File: src/rtl/lsu_pkg.sv
// Shared definitions for the load/store unit: RV32I funct3 encodings, FSM
// states and the request legality check used at accept time.
package lsu_pkg;

  localparam logic [2:0] F3_B  = 3'b000;
  localparam logic [2:0] F3_H  = 3'b001;
  localparam logic [2:0] F3_W  = 3'b010;
  localparam logic [2:0] F3_BU = 3'b100;
  localparam logic [2:0] F3_HU = 3'b101;

  typedef enum logic [2:0] {
    S_IDLE   = 3'd0,
    S_LD     = 3'd1,
    S_ST     = 3'd2,
    S_RMW_RD = 3'd3,
    S_RMW_WR = 3'd4,
    S_DONE   = 3'd5
  } lsu_state_t;

  // A request faults on an encoding outside the RV32I set for its direction,
  // or on a half/word access that is not naturally aligned.
  function automatic logic req_fault(input logic       we,
                                     input logic [2:0] funct3,
                                     input logic [1:0] addr_lo);
    logic legal;
    logic misaligned;
    if (we) begin
      legal = (funct3 == F3_B) || (funct3 == F3_H) || (funct3 == F3_W);
    end else begin
      legal = (funct3 == F3_B) || (funct3 == F3_H) || (funct3 == F3_W) ||
              (funct3 == F3_BU) || (funct3 == F3_HU);
    end
    misaligned = ((funct3[1:0] == 2'b01) && addr_lo[0]) ||
                 ((funct3[1:0] == 2'b10) && (addr_lo != 2'b00));
    return !legal || misaligned;
  endfunction

  function automatic logic is_subword_store(input logic [2:0] funct3);
    return (funct3 == F3_B) || (funct3 == F3_H);
  endfunction

endpackage

File: src/rtl/lsu_lane.sv
// Byte-lane steering: extracts and extends load data from a memory word, and
// merges a byte/half/word store into an existing word.
module lsu_lane
  import lsu_pkg::*;
#(
  parameter int DATA_W = 32
) (
  input  logic [2:0]        funct3_i,
  input  logic [1:0]        addr_lo_i,
  input  logic [DATA_W-1:0] ld_word_i,
  output logic [DATA_W-1:0] ld_data_o,
  input  logic [DATA_W-1:0] old_word_i,
  input  logic [DATA_W-1:0] wdata_i,
  output logic [DATA_W-1:0] st_word_o
);

  logic [7:0]  byte_sel;
  logic [15:0] half_sel;

  always_comb begin
    byte_sel  = ld_word_i[{addr_lo_i, 3'b000} +: 8];
    half_sel  = ld_word_i[{addr_lo_i[1], 4'b0000} +: 16];
    ld_data_o = '0;
    case (funct3_i)
      F3_B:    ld_data_o = {{(DATA_W-8){byte_sel[7]}}, byte_sel};
      F3_BU:   ld_data_o = {{(DATA_W-8){1'b0}}, byte_sel};
      F3_H:    ld_data_o = {{(DATA_W-16){half_sel[15]}}, half_sel};
      F3_HU:   ld_data_o = {{(DATA_W-16){1'b0}}, half_sel};
      F3_W:    ld_data_o = ld_word_i;
      default: ld_data_o = '0;
    endcase
  end

  // Only the addressed lane changes; every other byte of the old word survives.
  always_comb begin
    st_word_o = old_word_i;
    case (funct3_i)
      F3_B:    st_word_o[{addr_lo_i, 3'b000} +: 8]     = wdata_i[7:0];
      F3_H:    st_word_o[{addr_lo_i[1], 4'b0000} +: 16] = wdata_i[15:0];
      F3_W:    st_word_o = wdata_i;
      default: st_word_o = old_word_i;
    endcase
  end

endmodule

File: src/rtl/lsu_rmw.sv
// Load/store unit: accepts one RV32I load/store at a time, issues word
// accesses to data memory (sub-word stores as read-modify-write) and responds.
module lsu_rmw
  import lsu_pkg::*;
#(
  parameter int ADDR_W = 32,
  parameter int DATA_W = 32
) (
  input  logic              clk,
  input  logic              rst_n,
  input  logic              req_valid,
  output logic              req_ready,
  input  logic              req_we,
  input  logic [2:0]        req_funct3,
  input  logic [ADDR_W-1:0] req_addr,
  input  logic [DATA_W-1:0] req_wdata,
  output logic              rsp_valid,
  output logic [DATA_W-1:0] rsp_rdata,
  output logic              rsp_fault,
  output logic              mem_read,
  output logic              mem_write,
  output logic [ADDR_W-1:0] mem_addr,
  output logic [DATA_W-1:0] mem_wdata,
  input  logic [DATA_W-1:0] mem_rdata
);

  lsu_state_t        state_q, state_d;
  logic              we_q, we_d;
  logic [2:0]        f3_q, f3_d;
  logic [ADDR_W-1:0] addr_q, addr_d;
  logic [DATA_W-1:0] wdata_q, wdata_d;
  logic [DATA_W-1:0] merge_q, merge_d;
  logic              rsp_valid_q, rsp_valid_d;
  logic [DATA_W-1:0] rsp_rdata_q, rsp_rdata_d;
  logic              rsp_fault_q, rsp_fault_d;

  logic [DATA_W-1:0] ld_data;
  logic [DATA_W-1:0] st_word;

  lsu_lane #(
    .DATA_W(DATA_W)
  ) u_lane (
    .funct3_i  (f3_q),
    .addr_lo_i (addr_q[1:0]),
    .ld_word_i (mem_rdata),
    .ld_data_o (ld_data),
    .old_word_i(merge_q),
    .wdata_i   (wdata_q),
    .st_word_o (st_word)
  );

  always_comb begin
    state_d     = state_q;
    we_d        = we_q;
    f3_d        = f3_q;
    addr_d      = addr_q;
    wdata_d     = wdata_q;
    merge_d     = merge_q;
    rsp_rdata_d = rsp_rdata_q;
    rsp_fault_d = rsp_fault_q;
    case (state_q)
      S_IDLE: begin
        if (req_valid) begin
          we_d    = req_we;
          f3_d    = req_funct3;
          addr_d  = req_addr;
          wdata_d = req_wdata;
          if (req_fault(req_we, req_funct3, req_addr[1:0])) begin
            state_d     = S_DONE;
            rsp_rdata_d = '0;
            rsp_fault_d = 1'b1;
          end else if (!req_we) begin
            state_d = S_LD;
          end else if (is_subword_store(req_funct3)) begin
            state_d = S_RMW_RD;
          end else begin
            state_d = S_ST;
          end
        end
      end
      S_LD: begin
        state_d     = S_DONE;
        rsp_rdata_d = ld_data;
        rsp_fault_d = 1'b0;
      end
      S_ST: begin
        state_d     = S_DONE;
        rsp_rdata_d = '0;
        rsp_fault_d = 1'b0;
      end
      S_RMW_RD: begin
        state_d = S_RMW_WR;
        merge_d = mem_rdata;
      end
      S_RMW_WR: begin
        state_d     = S_DONE;
        rsp_rdata_d = '0;
        rsp_fault_d = 1'b0;
      end
      S_DONE:  state_d = S_IDLE;
      default: state_d = S_IDLE;
    endcase
    rsp_valid_d = (state_d == S_DONE);
  end

  // Reset aborts any operation in flight; the memory enables are decoded from
  // state, so no partial write can leak out once the state is forced to IDLE.
  always_ff @(posedge clk or negedge rst_n) begin
    if (!rst_n) begin
      state_q     <= S_IDLE;
      we_q        <= 1'b0;
      f3_q        <= '0;
      addr_q      <= '0;
      wdata_q     <= '0;
      merge_q     <= '0;
      rsp_valid_q <= 1'b0;
      rsp_rdata_q <= '0;
      rsp_fault_q <= 1'b0;
    end else begin
      state_q     <= state_d;
      we_q        <= we_d;
      f3_q        <= f3_d;
      addr_q      <= addr_d;
      wdata_q     <= wdata_d;
      merge_q     <= merge_d;
      rsp_valid_q <= rsp_valid_d;
      rsp_rdata_q <= rsp_rdata_d;
      rsp_fault_q <= rsp_fault_d;
    end
  end

  always_comb begin
    req_ready = (state_q == S_IDLE);
    mem_read  = (state_q == S_LD) || (state_q == S_RMW_RD);
    mem_write = (state_q == S_ST) || (state_q == S_RMW_WR);
    mem_addr  = (mem_read || mem_write) ? {addr_q[ADDR_W-1:2], 2'b00} : '0;
    mem_wdata = '0;
    if (state_q == S_ST) begin
      mem_wdata = wdata_q;
    end else if (state_q == S_RMW_WR) begin
      mem_wdata = st_word;
    end
  end

  assign rsp_valid = rsp_valid_q;
  assign rsp_rdata = rsp_rdata_q;
  assign rsp_fault = rsp_fault_q;

  logic unused_we;
  assign unused_we = we_q;

endmodule

File: config.mk
export PLATFORM = sky130hd
export DESIGN_NAME = lsu_rmw
export DESIGN_NICKNAME = d
export VERILOG_FILES = /design/src/rtl/lsu_pkg.sv /design/src/rtl/lsu_lane.sv /design/src/rtl/lsu_rmw.sv
export SDC_FILE = /design/constraint.sdc
export NUM_CORES = 1
export LEC_CHECK = 0
export ABC_CLOCK_PERIOD_IN_PS = 3000
export CAP_MARGIN = 15
export CORE_ASPECT_RATIO = 0.75
export CORE_MARGIN = 8
export CORE_UTILIZATION = 45
export DETAILED_ROUTE_END_ITERATION = 10
export PLACE_DENSITY = 0.84
export SYNTH_ARGS = -nofsm -noshare
export SYNTH_HDL_FRONTEND = slang
export SYNTH_SLANG_ARGS = --single-unit
File: constraint.sdc
create_clock -name clk -period 3 [get_ports clk]
set_clock_uncertainty 0.15 [all_clocks]
set_input_delay 0.3 -clock clk [delete_from_list [all_inputs] [get_ports clk]]
set_output_delay 0.3 -clock clk [all_outputs]
set_load 0.01 [all_outputs]
; ---- Yosys cells after proc, flatten, opt, wreduce, memory -nomap -nowiden
; Cells that the tools add are included.
[totals]
elab_cells = 77
ram_bits = 0
memories = 0
out_inout_bits = 101
romBits = 0
ff_bits = 136
latch_bits = 0
[classes]
n_div = 0
reduce_logical = 23
n_eq_ne = 17
n_lt_le_gt_ge = 0
addsub = 2
n_mux = 21
shifts = 6
bitwise_logic = 0
multipliers = 0
[op_table]
columns = op, n
row1 = 32-bit one-hot mux with 3 select lines, 2
row2 = 32-bit two-way mux, 5
row3 = 32-bit one-hot mux with 5 select lines, 1
row4 = 32-bit bitwise mux, 2
row5 = "16-bit by 7-bit variable shift with 32-bit output, first input constant", 1
row6 = "8-bit by 7-bit variable shift with 32-bit output, first input constant", 1
row7 = 16-bit by 7-bit variable part select with 32-bit output, 1
row8 = 32-bit by 6-bit variable part select with 16-bit output, 1
row9 = 32-bit by 6-bit variable part select with 8-bit output, 1
row10 = 8-bit by 7-bit variable part select with 32-bit output, 1
row11 = "3-bit equality test, second input constant", 6
row12 = 5-bit negation with 7-bit output, 2
row13 = "3-bit by 2-bit equality test with 1-bit output, second input constant", 4
row14 = "3-bit by 1-bit equality test with 1-bit output, second input constant", 3
row15 = 3-bit logical NOT, 3
row16 = 1-bit logical OR, 9
row17 = 3-bit one-hot mux with 3 select lines, 1
row18 = 1-bit two-way mux, 6
row19 = 3-bit two-way mux, 2
row20 = 3-bit AND reduction, 2
row21 = 2-bit nonzero test, 2
row22 = 3-bit nonzero test, 1
row23 = 3-bit OR reduction, 1
row24 = "2-bit by 1-bit equality test with 1-bit output, second input constant", 1
row25 = 9 further kinds, 10

; ---- Logic depth before layout (Yosys ltp)
; Gate-level depths: netlist of the first run.
[depth]
depth_word = 14
ltp_mapped = 8
mapped_depth_nobuf = 6

; ---- Hierarchy
; From an unflattened synthesis of the first run, not the netlist that was laid out.
[hier_totals]
cells_unflattened = 692
area_unflattened_um2 = 7758.7
[by_module_without_submodules]
columns = mod, n_inst, cells_per_inst, area_each_um2
row1 = lsu_rmw, 1, 390, 5629.1
row2 = lsu_lane, 1, 302, 2129.5

; ---- Least setup slack after synthesis of the first run
; OpenSTA, ideal clock, no wires.
[synth_path]
path_type = register -> output
start = reg addr_q[0]
end = out mem_wdata[0]
required_ps = 2550
stages_incl_launch_ff = 8
arrival_time_ps = 1990
setup_slack_ps = 560
path_cell_list = dfrtp_1 clkbuf_1 inv_1 ha_1 nor4b_1 a211oi_1 o31ai_4 a22o_1
[synth_between]
elab_chain_len = 6
word_cells_on_any_way = 7
classes_between = add/sub (1) / shift (2) / mux (4)
[synth_lines]
columns = element, line_no
row1 = start: declaration, lsu_rmw.sv:30  ; logic [ADDR_W-1:0] addr_q, addr_d;
row2 = start signal: assignment, lsu_rmw.sv:123  ; addr_q <= addr_d;
row3 = 5-bit negation with 7-bit output (*), lsu_lane.sv:38  ; F3_B: st_word_o[{addr_lo_i, 3'b000} +: 8] = wdata_i[7:0];
row4 = 8-bit by 7-bit variable part select with 32-bit output or 8-bit by 7-bit variable shift with 32-bit output (tied branches), lsu_lane.sv:38
row5 = 32-bit bitwise mux (*), lsu_lane.sv:38
row6 = 32-bit one-hot mux with 3 select lines (*), lsu_lane.sv:37  ; case (funct3_i)
row7 = 32-bit two-way mux (*), lsu_rmw.sv:140  ; end else if (state_q == S_RMW_WR) begin
row8 = 32-bit two-way mux (*), lsu_rmw.sv:138  ; if (state_q == S_ST) begin
row9 = end: declaration, lsu_rmw.sv:23  ; output logic [DATA_W-1:0] mem_wdata,
; Mark *: on every way between the ends. The rest lies on a longest branch, timed or not.

; ---- Worst setup path after layout of the first run
[layout_path]
start = reg addr_q[1]
end = out mem_wdata[3]
[layout_between]
elab_chain_len = 6
word_cells_on_any_way = 11
classes_between = add/sub (2) / shift (4) / mux (5)
[layout_lines]
columns = element, line_no
row1 = "5-bit negation with 7-bit output, on equally long branches", "lsu_lane.sv:39, lsu_lane.sv:38"
row2 = 16-bit by 7-bit variable part select with 32-bit output (tied with other cells), lsu_lane.sv:39  ; F3_H: st_word_o[{addr_lo_i[1], 4'b0000} +: 16] = wdata_i[15:0];
row3 = "32-bit bitwise mux, on equally long branches", "lsu_lane.sv:39, lsu_lane.sv:38"
row4 = 32-bit one-hot mux with 3 select lines (*), lsu_lane.sv:37
row5 = 32-bit two-way mux (*), lsu_rmw.sv:140
row6 = 32-bit two-way mux (*), lsu_rmw.sv:138
; Marked as above.

==> results of run 1 <==
==> cells by family after synthesis <==
| group | after synthesis |
|---|---|
| and+or+nand+nor | 116 |
| muxes | 97 |
| DFF | 136 |
| AOI/OAI and AO/OA | 167 |
| buffers and inverters | 62 |
| adders and majority gates | 6 |
| other | 1 |
==> metal layers <==
| layer | GRT usage | wire length (um) | vias up |
|---|---|---|---|
| li1 | - | - | 2664 |
| met1 | 0.3115 | 10040 | 3025 |
| met2 | 0.3735 | 10890 | 312 |
| met3 | 0.07651 | 2238 | 35 |
| met4 | 0.08778 | 540 | 0 |
| met5 | 0 | 0 | - |
==> cell usage after synthesis (2+ instances only) <==
master / instances
sky130_fd_sc_hd__ha_1: 5
sky130_fd_sc_hd__clkbuf_1: 23
sky130_fd_sc_hd__mux2i_1: 2
sky130_fd_sc_hd__o21ai_1: 2
sky130_fd_sc_hd__and2_1: 39
sky130_fd_sc_hd__nor4_4: 2
sky130_fd_sc_hd__a31oi_1: 7
sky130_fd_sc_hd__a21oi_1: 9
sky130_fd_sc_hd__nor3b_2: 3
sky130_fd_sc_hd__nand2b_1: 3
sky130_fd_sc_hd__a22o_1: 8
sky130_fd_sc_hd__o21ai_0: 17
sky130_fd_sc_hd__buf_2: 18
sky130_fd_sc_hd__a22oi_1: 40
sky130_fd_sc_hd__a32o_1: 9
sky130_fd_sc_hd__a221oi_1: 9
sky130_fd_sc_hd__nor2b_1: 5
sky130_fd_sc_hd__a222oi_1: 9
sky130_fd_sc_hd__nor3_1: 3
sky130_fd_sc_hd__a221o_1: 8
sky130_fd_sc_hd__nand2_1: 38
sky130_fd_sc_hd__dfrtp_1: 136
sky130_fd_sc_hd__o221ai_1: 8
sky130_fd_sc_hd__buf_4: 4
sky130_fd_sc_hd__or2_2: 2
sky130_fd_sc_hd__a211oi_1: 2
sky130_fd_sc_hd__buf_6: 2
sky130_fd_sc_hd__inv_1: 14
sky130_fd_sc_hd__mux2_2: 94
sky130_fd_sc_hd__nor2_1: 9
sky130_fd_sc_hd__o2bb2ai_1: 32
sky130_fd_sc_hd__nor3_2: 2
==> stage by stage <==
stage,TNS [ns],worst slack (ns),total power [mW],std cells
2_1_floorplan,0,0.5601,6.084,586
3_3_place_gp,0,0.07049,8.486,978
3_5_place_dp,-0.008127,-0.008127,8.653,978
4_1_cts,-1.103,-0.1541,10.89,1018
5_1_grt,-0.4498,-0.2282,11.67,1022
6_report,-0.2147,-0.1090,11.09,1022
==> power by group <==
part	internal, mW	leakage (nW)	switching, mW	total, mW
Sequential	2.67	1.67	0.717	3.38
Clock	1.31	0.282	0.822	2.13
Combinational	2.84	2.33	2.74	5.57
Total	6.81	4.28	4.27	11.1
==> repair_timing <==
item	CTS	global route
endpoints found under the hold margin	72	0
gates resized for setup	35	27
setup endpoints to repair	32	27
gates cloned	0	1
pin swaps	5	1
hold buffers	1	0
setup buffers	7	3
==> worst min-delay path: stages <==
cell,delay [ns]
sky130_fd_sc_hd__clkdlybuf4s50_1,0.40
sky130_fd_sc_hd__nand2_1,0.05
sky130_fd_sc_hd__o21ai_0,0.06
==> worst paths after layout <==
| kind | start | endpoint | slack (ns) | cells after the start |
|---|---|---|---|---|
| worst max-delay path | addr_q[1] | mem_wdata[3] | -0.11 | 8 |
| worst min-delay path | req_wdata[3] | wdata_q[3] | 0.29 | 3 |
| worst max register to register | f3_q[0] | rsp_rdata[3] | 0.76 | 5 |
| worst min register to register | rsp_rdata[19] | rsp_rdata[19] | 0.34 | 1 |
| max in group asynchronous | rst_n | addr_q[20] | 1.65 | 3 |
| min in group asynchronous | rst_n | addr_q[2] | 0.32 | 2 |
==> cell type report <==
cell class / instances / area [sq um]
fillers: 1080 / 5016
well taps: 205 / 256.5
clock buffers: 17 / 425.4
flip-flops and latches: 136 / 3405
multi-input cells: 388 / 3312
clock inverters: 15 / 177.7
repair buffers: 247 / 2431
inverters: 14 / 55.05
==> flip-flops by register name, indices dropped and copies added, names as in the netlist <==
name       cells
rsp_rdata     32
merge_q       32
f3_q           3
rsp_valid      1
state_q        3
wdata_q       32
rsp_fault      1
addr_q        32
==> reports/metrics.yaml, run 1 <==
worst_setup_path:
  critPathLaunchType: "register"
  critical-path-max-stage-delay_ns: 0.53
  timing.critical_path.buf_inv: 3
  worst-setup-path-type: "register to primary output"
  critical_path.top_delay_family: "buffers and inverters"
  critical-path-slowest-cell: "sky130_fd_sc_hd__clkdlybuf4s50_1"
  critical_path_required_ns: 2.55
  peak_fanout_along_the_critical_path: 5
  worstSetupEndpointType: "primary output"
  worst_path_arrival_time_ns: 2.66
  path_cells: "inv_2 > ha_4 > nor4b_4 > a211oi_1 > o31ai_4 > buf_4 > a22o_1 > clkdlybuf4s50_1"
floorplan:
  placeableCoreArea_sq_mm: 0.01508
  effective_utilization_at_floorplan: 0.4563
  dieHeight_um: 123.1
  die_width_um: 158.8
  design.die.area_sq_mm: 0.01954
  io_pins: 204
  rows: 39
synth:
  synth-edff-count: 0
  post_synth_fa_ha_maj_area_fraction: 0.01055
  post_synth_num_cell_types: 53
  synthSimpleGateAreaFrac: 0.09765
  ys.flop_type: "sky130_fd_sc_hd__dfrtp_1"
  combinational_family_with_the_most_area_after_synthesis: "compound AO/OA/AOI/OAI gates"
  area_of_the_mapped_netlist_sq_mm: 0.006880
  synth_cells: 585
  postSynth.asyncResetShare: 1.000
  synth.area.top_cells: "sky130_fd_sc_hd__dfrtp_1 (49%), sky130_fd_sc_hd__mux2_2 (15%), sky130_fd_sc_hd__a22oi_1 (4.4%)"
  synthesis.yosys.warnings: 0
  yosys-mux-area-fraction: 0.1600
  synth_xor_area_frac: 0
  yosys.area.top_type: "sky130_fd_sc_hd__dfrtp_1"
  synth_top_cell_area_share: 0.4946
  avg_cell_area_syn_sq_um: 11.76
  postSynthRegisterBits: 136
  synth-seq-area-share: 0.4946
  synth_compound_gate_area_share: 0.1951
final_layout:
  most_frequent_cells_in_the_layout: "sky130_fd_sc_hd__clkdlybuf4s50_1 (170), sky130_fd_sc_hd__dfrtp_1 (135), sky130_fd_sc_hd__mux2_2 (94)"
  area_growth_syn_to_layout_pct: 46.25
  share_of_layout_cells_above_drive_strength_1: 0.2534
  leading_cell_type_in_the_layout_fill_and_taps_excluded: "sky130_fd_sc_hd__clkdlybuf4s50_1"
  num-nets-final: 912
  diodes: 0
  layout_utilization: 0.6673
  postLayoutCellArea_sq_mm: 0.01006
cts:
  ctsLongestPathBuffers: 2
  cts.sinks: 136
  worstSkewPairLatency_ns: 0.42
  htree_num_levels: 4
  cts-buffers-inserted: 17
  clock_tree_from_tritoncts: "yes"
  clk_pin_slew_ns: 0.06
  ctsRootBufferMaster: "sky130_fd_sc_hd__clkbuf_16"
outcome:
  status: "complete, but fails checks"
  failed_checks: "setup timing"
timing:
  post-route-min-period_ns: 3.109
  achievable-frequency_mhz: 321.6
  setup-violations-final: 2
  period_share: 1.036
  final_max_slew_viol_count: 0
  layout_setup_ws_ns: -0.1090
  tightestPinTransition_ns: 0.9580
  grt_setup_unrepaired: "yes"
  fin_hold_ws_ns: 0.2900
  hold_violations: 0
  timing.slew.headroom: 0.3564
placed_design:
  place_area_sq_mm: 0.009203
  port-buffer-count: 201
  routabilityCongestion: 0.8478
  post-dp-hpwl_um: 17300
power:
  vdd_ir_drop_max_uv: 700.4
  power.density_cell_area_mw_per_mm2: 1102
  static_leak_nw: 4.282
global_route:
  number_of_global_route_vias_before_repair: 6296
  grt_first_pass_wirelength_um: 36850
  grtUsageTotal: 0.2398
  global_route.overflow_total: 0
  number_of_antenna_violations_at_the_first_check_in_global_routing: 0
  pin_count_of_the_biggest_net_entering_global_routing: 75
drt:
  avgRoutedWirePerCell_um: 23.20
  detail_route.drc_violations: 0
  drt_first_pass_iters: 5
  routed-via-count: 6036
  wl_um: 23710
  postRouteAntennaNets: 0
  drt_first_iter_violations: 548
  routed_via_density: 5.906
worst_hold_path:
  hp-class: "primary input to register"
flow_run:
  max_cap_viol_count: 0
No activity file was read; power rests on OpenSTA's default activity.
==> inputs of run 2 (changes only) <==
--- a/config.mk
+++ b/config.mk
@@ -10,6 +10,7 @@
 export CORE_ASPECT_RATIO = 0.75
 export CORE_MARGIN = 8
 export CORE_UTILIZATION = 45
+export CTS_BUF_LIST = sky130_fd_sc_hd__clkbuf_2 sky130_fd_sc_hd__clkbuf_4 sky130_fd_sc_hd__clkbuf_8
 export DETAILED_ROUTE_END_ITERATION = 10
 export PLACE_DENSITY = 0.84
 export SYNTH_ARGS = -nofsm -noshare
==> run 2 against run 1 <==
Compared with the run above:
- the flow now finishes without violations
- design area shrank 2.2%
- routed wire length fell by 1.8%
- maximum frequency is 6.1% higher
- global-route usage is 0.27 points lower
- sequential power hardly changed
- non-clock buffer count is 5 higher
- cell count up 0.49%
- core utilization decreased by 1.4 points
==> reports/metrics.yaml, run 2 (same netlist as run 1, synthesis figures left out) <==
outcome:
  status: "completed"  # was complete, but fails checks
final_layout:
  leading_cell_type_in_the_layout_fill_and_taps_excluded: "sky130_fd_sc_hd__clkdlybuf4s50_1"  # unchanged
  regArea_sq_mm: 0.003405  # unchanged
  most_frequent_cells_in_the_layout: "sky130_fd_sc_hd__clkdlybuf4s50_1 (168), sky130_fd_sc_hd__dfrtp_1 (135), sky130_fd_sc_hd__mux2_2 (94)"  # was sky130_fd_sc_hd__clkdlybuf4s50_1 (170), sky130_fd_sc_hd__dfrtp_1 (135), sky130_fd_sc_hd__mux2_2 (94)
  num-fill-cells: 1116  # was 1080
  area_growth_syn_to_layout_pct: 43.08  # was 46.25%
  diodes: 0  # unchanged
  num-nets-final: 917  # was 912
  share_of_layout_cells_above_drive_strength_1: 0.2737  # was 0.2534
  multi_input_area_sq_mm: 0.003312  # unchanged
timing:
  final_max_slew_viol_count: 0  # unchanged
  hold_violations: 0  # unchanged
  period_share: 0.9768  # was 1.036
  setup-violations-final: 0  # was 2
  post-route-min-period_ns: 2.930  # was 3.109 ns
  fin_hold_ws_ns: 0.2554  # was 0.2900 ns
  timing.slew.headroom: 0.3627  # was 0.3564
  tightestPinTransition_ns: 0.9487  # was 0.9580 ns
  achievable-frequency_mhz: 341.3  # was 321.6 MHz
floorplan:
  effective_utilization_at_floorplan: 0.4563  # unchanged
  placeableCoreArea_sq_mm: 0.01508  # unchanged
  dieHeight_um: 123.1  # unchanged
  io_pins: 204  # unchanged
  rows: 39  # unchanged
  die_width_um: 158.8  # unchanged
  design.die.area_sq_mm: 0.01954  # unchanged
cts:
  clock_tree_from_tritoncts: "yes"  # unchanged
  ctsRootBufferMaster: "sky130_fd_sc_hd__clkbuf_8"  # was sky130_fd_sc_hd__clkbuf_16
  cts.sinks: 136  # unchanged
  cts-buffers-inserted: 17  # unchanged
  htree_num_levels: 4  # unchanged
  clk_pin_slew_ns: 0.08  # was 0.06 ns
  ctsLongestPathBuffers: 2  # unchanged
  worstSkewPairLatency_ns: 0.46  # was 0.42 ns
drt:
  avgRoutedWirePerCell_um: 22.67  # was 23.20 um
  postRouteAntennaNets: 0  # unchanged
  routed_via_density: 5.852  # was 5.906
  drt_first_iter_violations: 513  # was 548
  routed-via-count: 6010  # was 6036
  drt_first_pass_iters: 8  # was 5
  detail_route.drc_violations: 0  # unchanged
  wl_um: 23280  # was 23710 um
placed_design:
  routabilityCongestion: 0.8478  # unchanged
  port-buffer-count: 201  # unchanged
  post-dp-hpwl_um: 17300  # unchanged
global_route:
  grtUsageTotal: 0.2371  # was 0.2398
  number_of_antenna_violations_at_the_first_check_in_global_routing: 0  # unchanged
  number_of_global_route_vias_before_repair: 6249  # was 6296
  pin_count_of_the_biggest_net_entering_global_routing: 75  # unchanged
  grt_first_pass_wirelength_um: 36340  # was 36850 um
  global_route.overflow_total: 0  # unchanged
worst_hold_path:
  hp-class: "primary input to register"  # unchanged
worst_setup_path:
  critical-path-slowest-cell: "sky130_fd_sc_hd__or3_4"  # was sky130_fd_sc_hd__clkdlybuf4s50_1
  critical_path.top_delay_family: "simple AND/OR/NAND/NOR gates"  # was buffers and inverters
  path_cells: "or3_4 > nor3_2 > nand3_2 > buf_4 > buf_4 > o221ai_2 > dlygate4sd2_1"  # was inv_2 > ha_4 > nor4b_4 > a211oi_1 > o31ai_4 > buf_4 > a22o_1 > clkdlybuf4s50_1
  timing.critical_path.buf_inv: 3  # unchanged
  worst_path_arrival_time_ns: 2.48  # was 2.66 ns
  critical-path-max-stage-delay_ns: 0.45  # was 0.53 ns
  critical_path_required_ns: 2.55  # about the same
  worst-setup-path-type: "register to primary output"  # unchanged
  peak_fanout_along_the_critical_path: 4  # was 5
  critPathLaunchType: "register"  # unchanged
  path_common_cell: "sky130_fd_sc_hd__buf_4"
  worstSetupEndpointType: "primary output"  # unchanged
power:
  vdd_ir_drop_max_uv: 642.4  # was 700.4 uV
  power_mw: 10.49  # was 11.09 mW
  power.density_cell_area_mw_per_mm2: 1065  # was 1102 mW/mm^2
  static_leak_nw: 4.078  # was 4.282 nW
flow_run:
  max_cap_viol_count: 0  # unchanged
[run 2: area by class of cell]
cell class | count | area share
Clock buffer | 17 | 0.02377
Clock inverter | 15 | 0.01805
Inverter | 14 | 0.005338
Multi-Input combinational cell | 388 | 0.3364
Sequential cell | 136 | 0.3458
Tap cell | 205 | 0.02605
Timing Repair Buffer | 252 | 0.2445
[run 2: worst register-to-register path: cells and delay by family, from the launching register on]
kind,cells,cell delay [ns]
and+or+nand+nor,1,0.78
AOI/OAI and AO/OA,2,0.48
buffers and inverters,2,0.31
DFF,1,0.44
[run 2: report_power, final]
group          switching, mW  total, mW  internal (mW)
combinational           2.71       5.53           2.82
clock                  0.763       1.58          0.822
sequential             0.710       3.37           2.66
total                   4.18       10.5           6.31
[run 2: timing repair]
item                                    CTS  global route
gates resized for setup                  45            47
cloned                                    0             1
buffers inserted                          9             6
endpoints found under the setup margin   32            25
pin swaps                                 7             5
hold endpoints to repair                 72             0
hold buffers                              1             0
[run 2: worst paths after layout]
kind,startpoint,end,slack [ns],depth (start not counted)
setup / recovery,f3_q[0],mem_wdata[18],0.07,7
hold / removal,req_wdata[5],wdata_q[5],0.26,3
setup reg to reg,f3_q[0],rsp_rdata[3],0.78,5
hold reg to reg,rsp_rdata[30],rsp_rdata[30],0.35,1
max in group asynchronous,rst_n,addr_q[20],1.69,3
min in group asynchronous,rst_n,addr_q[2],0.28,2
[run 2: routing by layer]
layer,part of all wire,vias up,global-route usage
met5,0,-,0
met4,0.024,0,0.07770
met3,0.084,37,0.07485
met2,0.45,290,0.3709
met1,0.44,3013,0.3103
li1,-,2670,-
[run 2: through the flow]
step | utilization | setup TNS [ns] | cells | worst slack (ns) | instance area [sq um]
2_1_floorplan | - | 0 | 586 | 0.5601 | 6884
3_3_place_gp | 0.6103 | 0 | 978 | 0.07049 | 9203
3_5_place_dp | 0.6103 | -0.008127 | 978 | -0.008127 | 9203
4_1_cts | 0.6444 | -0.6774 | 1020 | -0.1691 | 9717
5_1_grt | 0.6529 | -0.003302 | 1027 | -0.002027 | 9844
6_report | 0.6529 | 0 | 1027 | 0.06968 | 9844
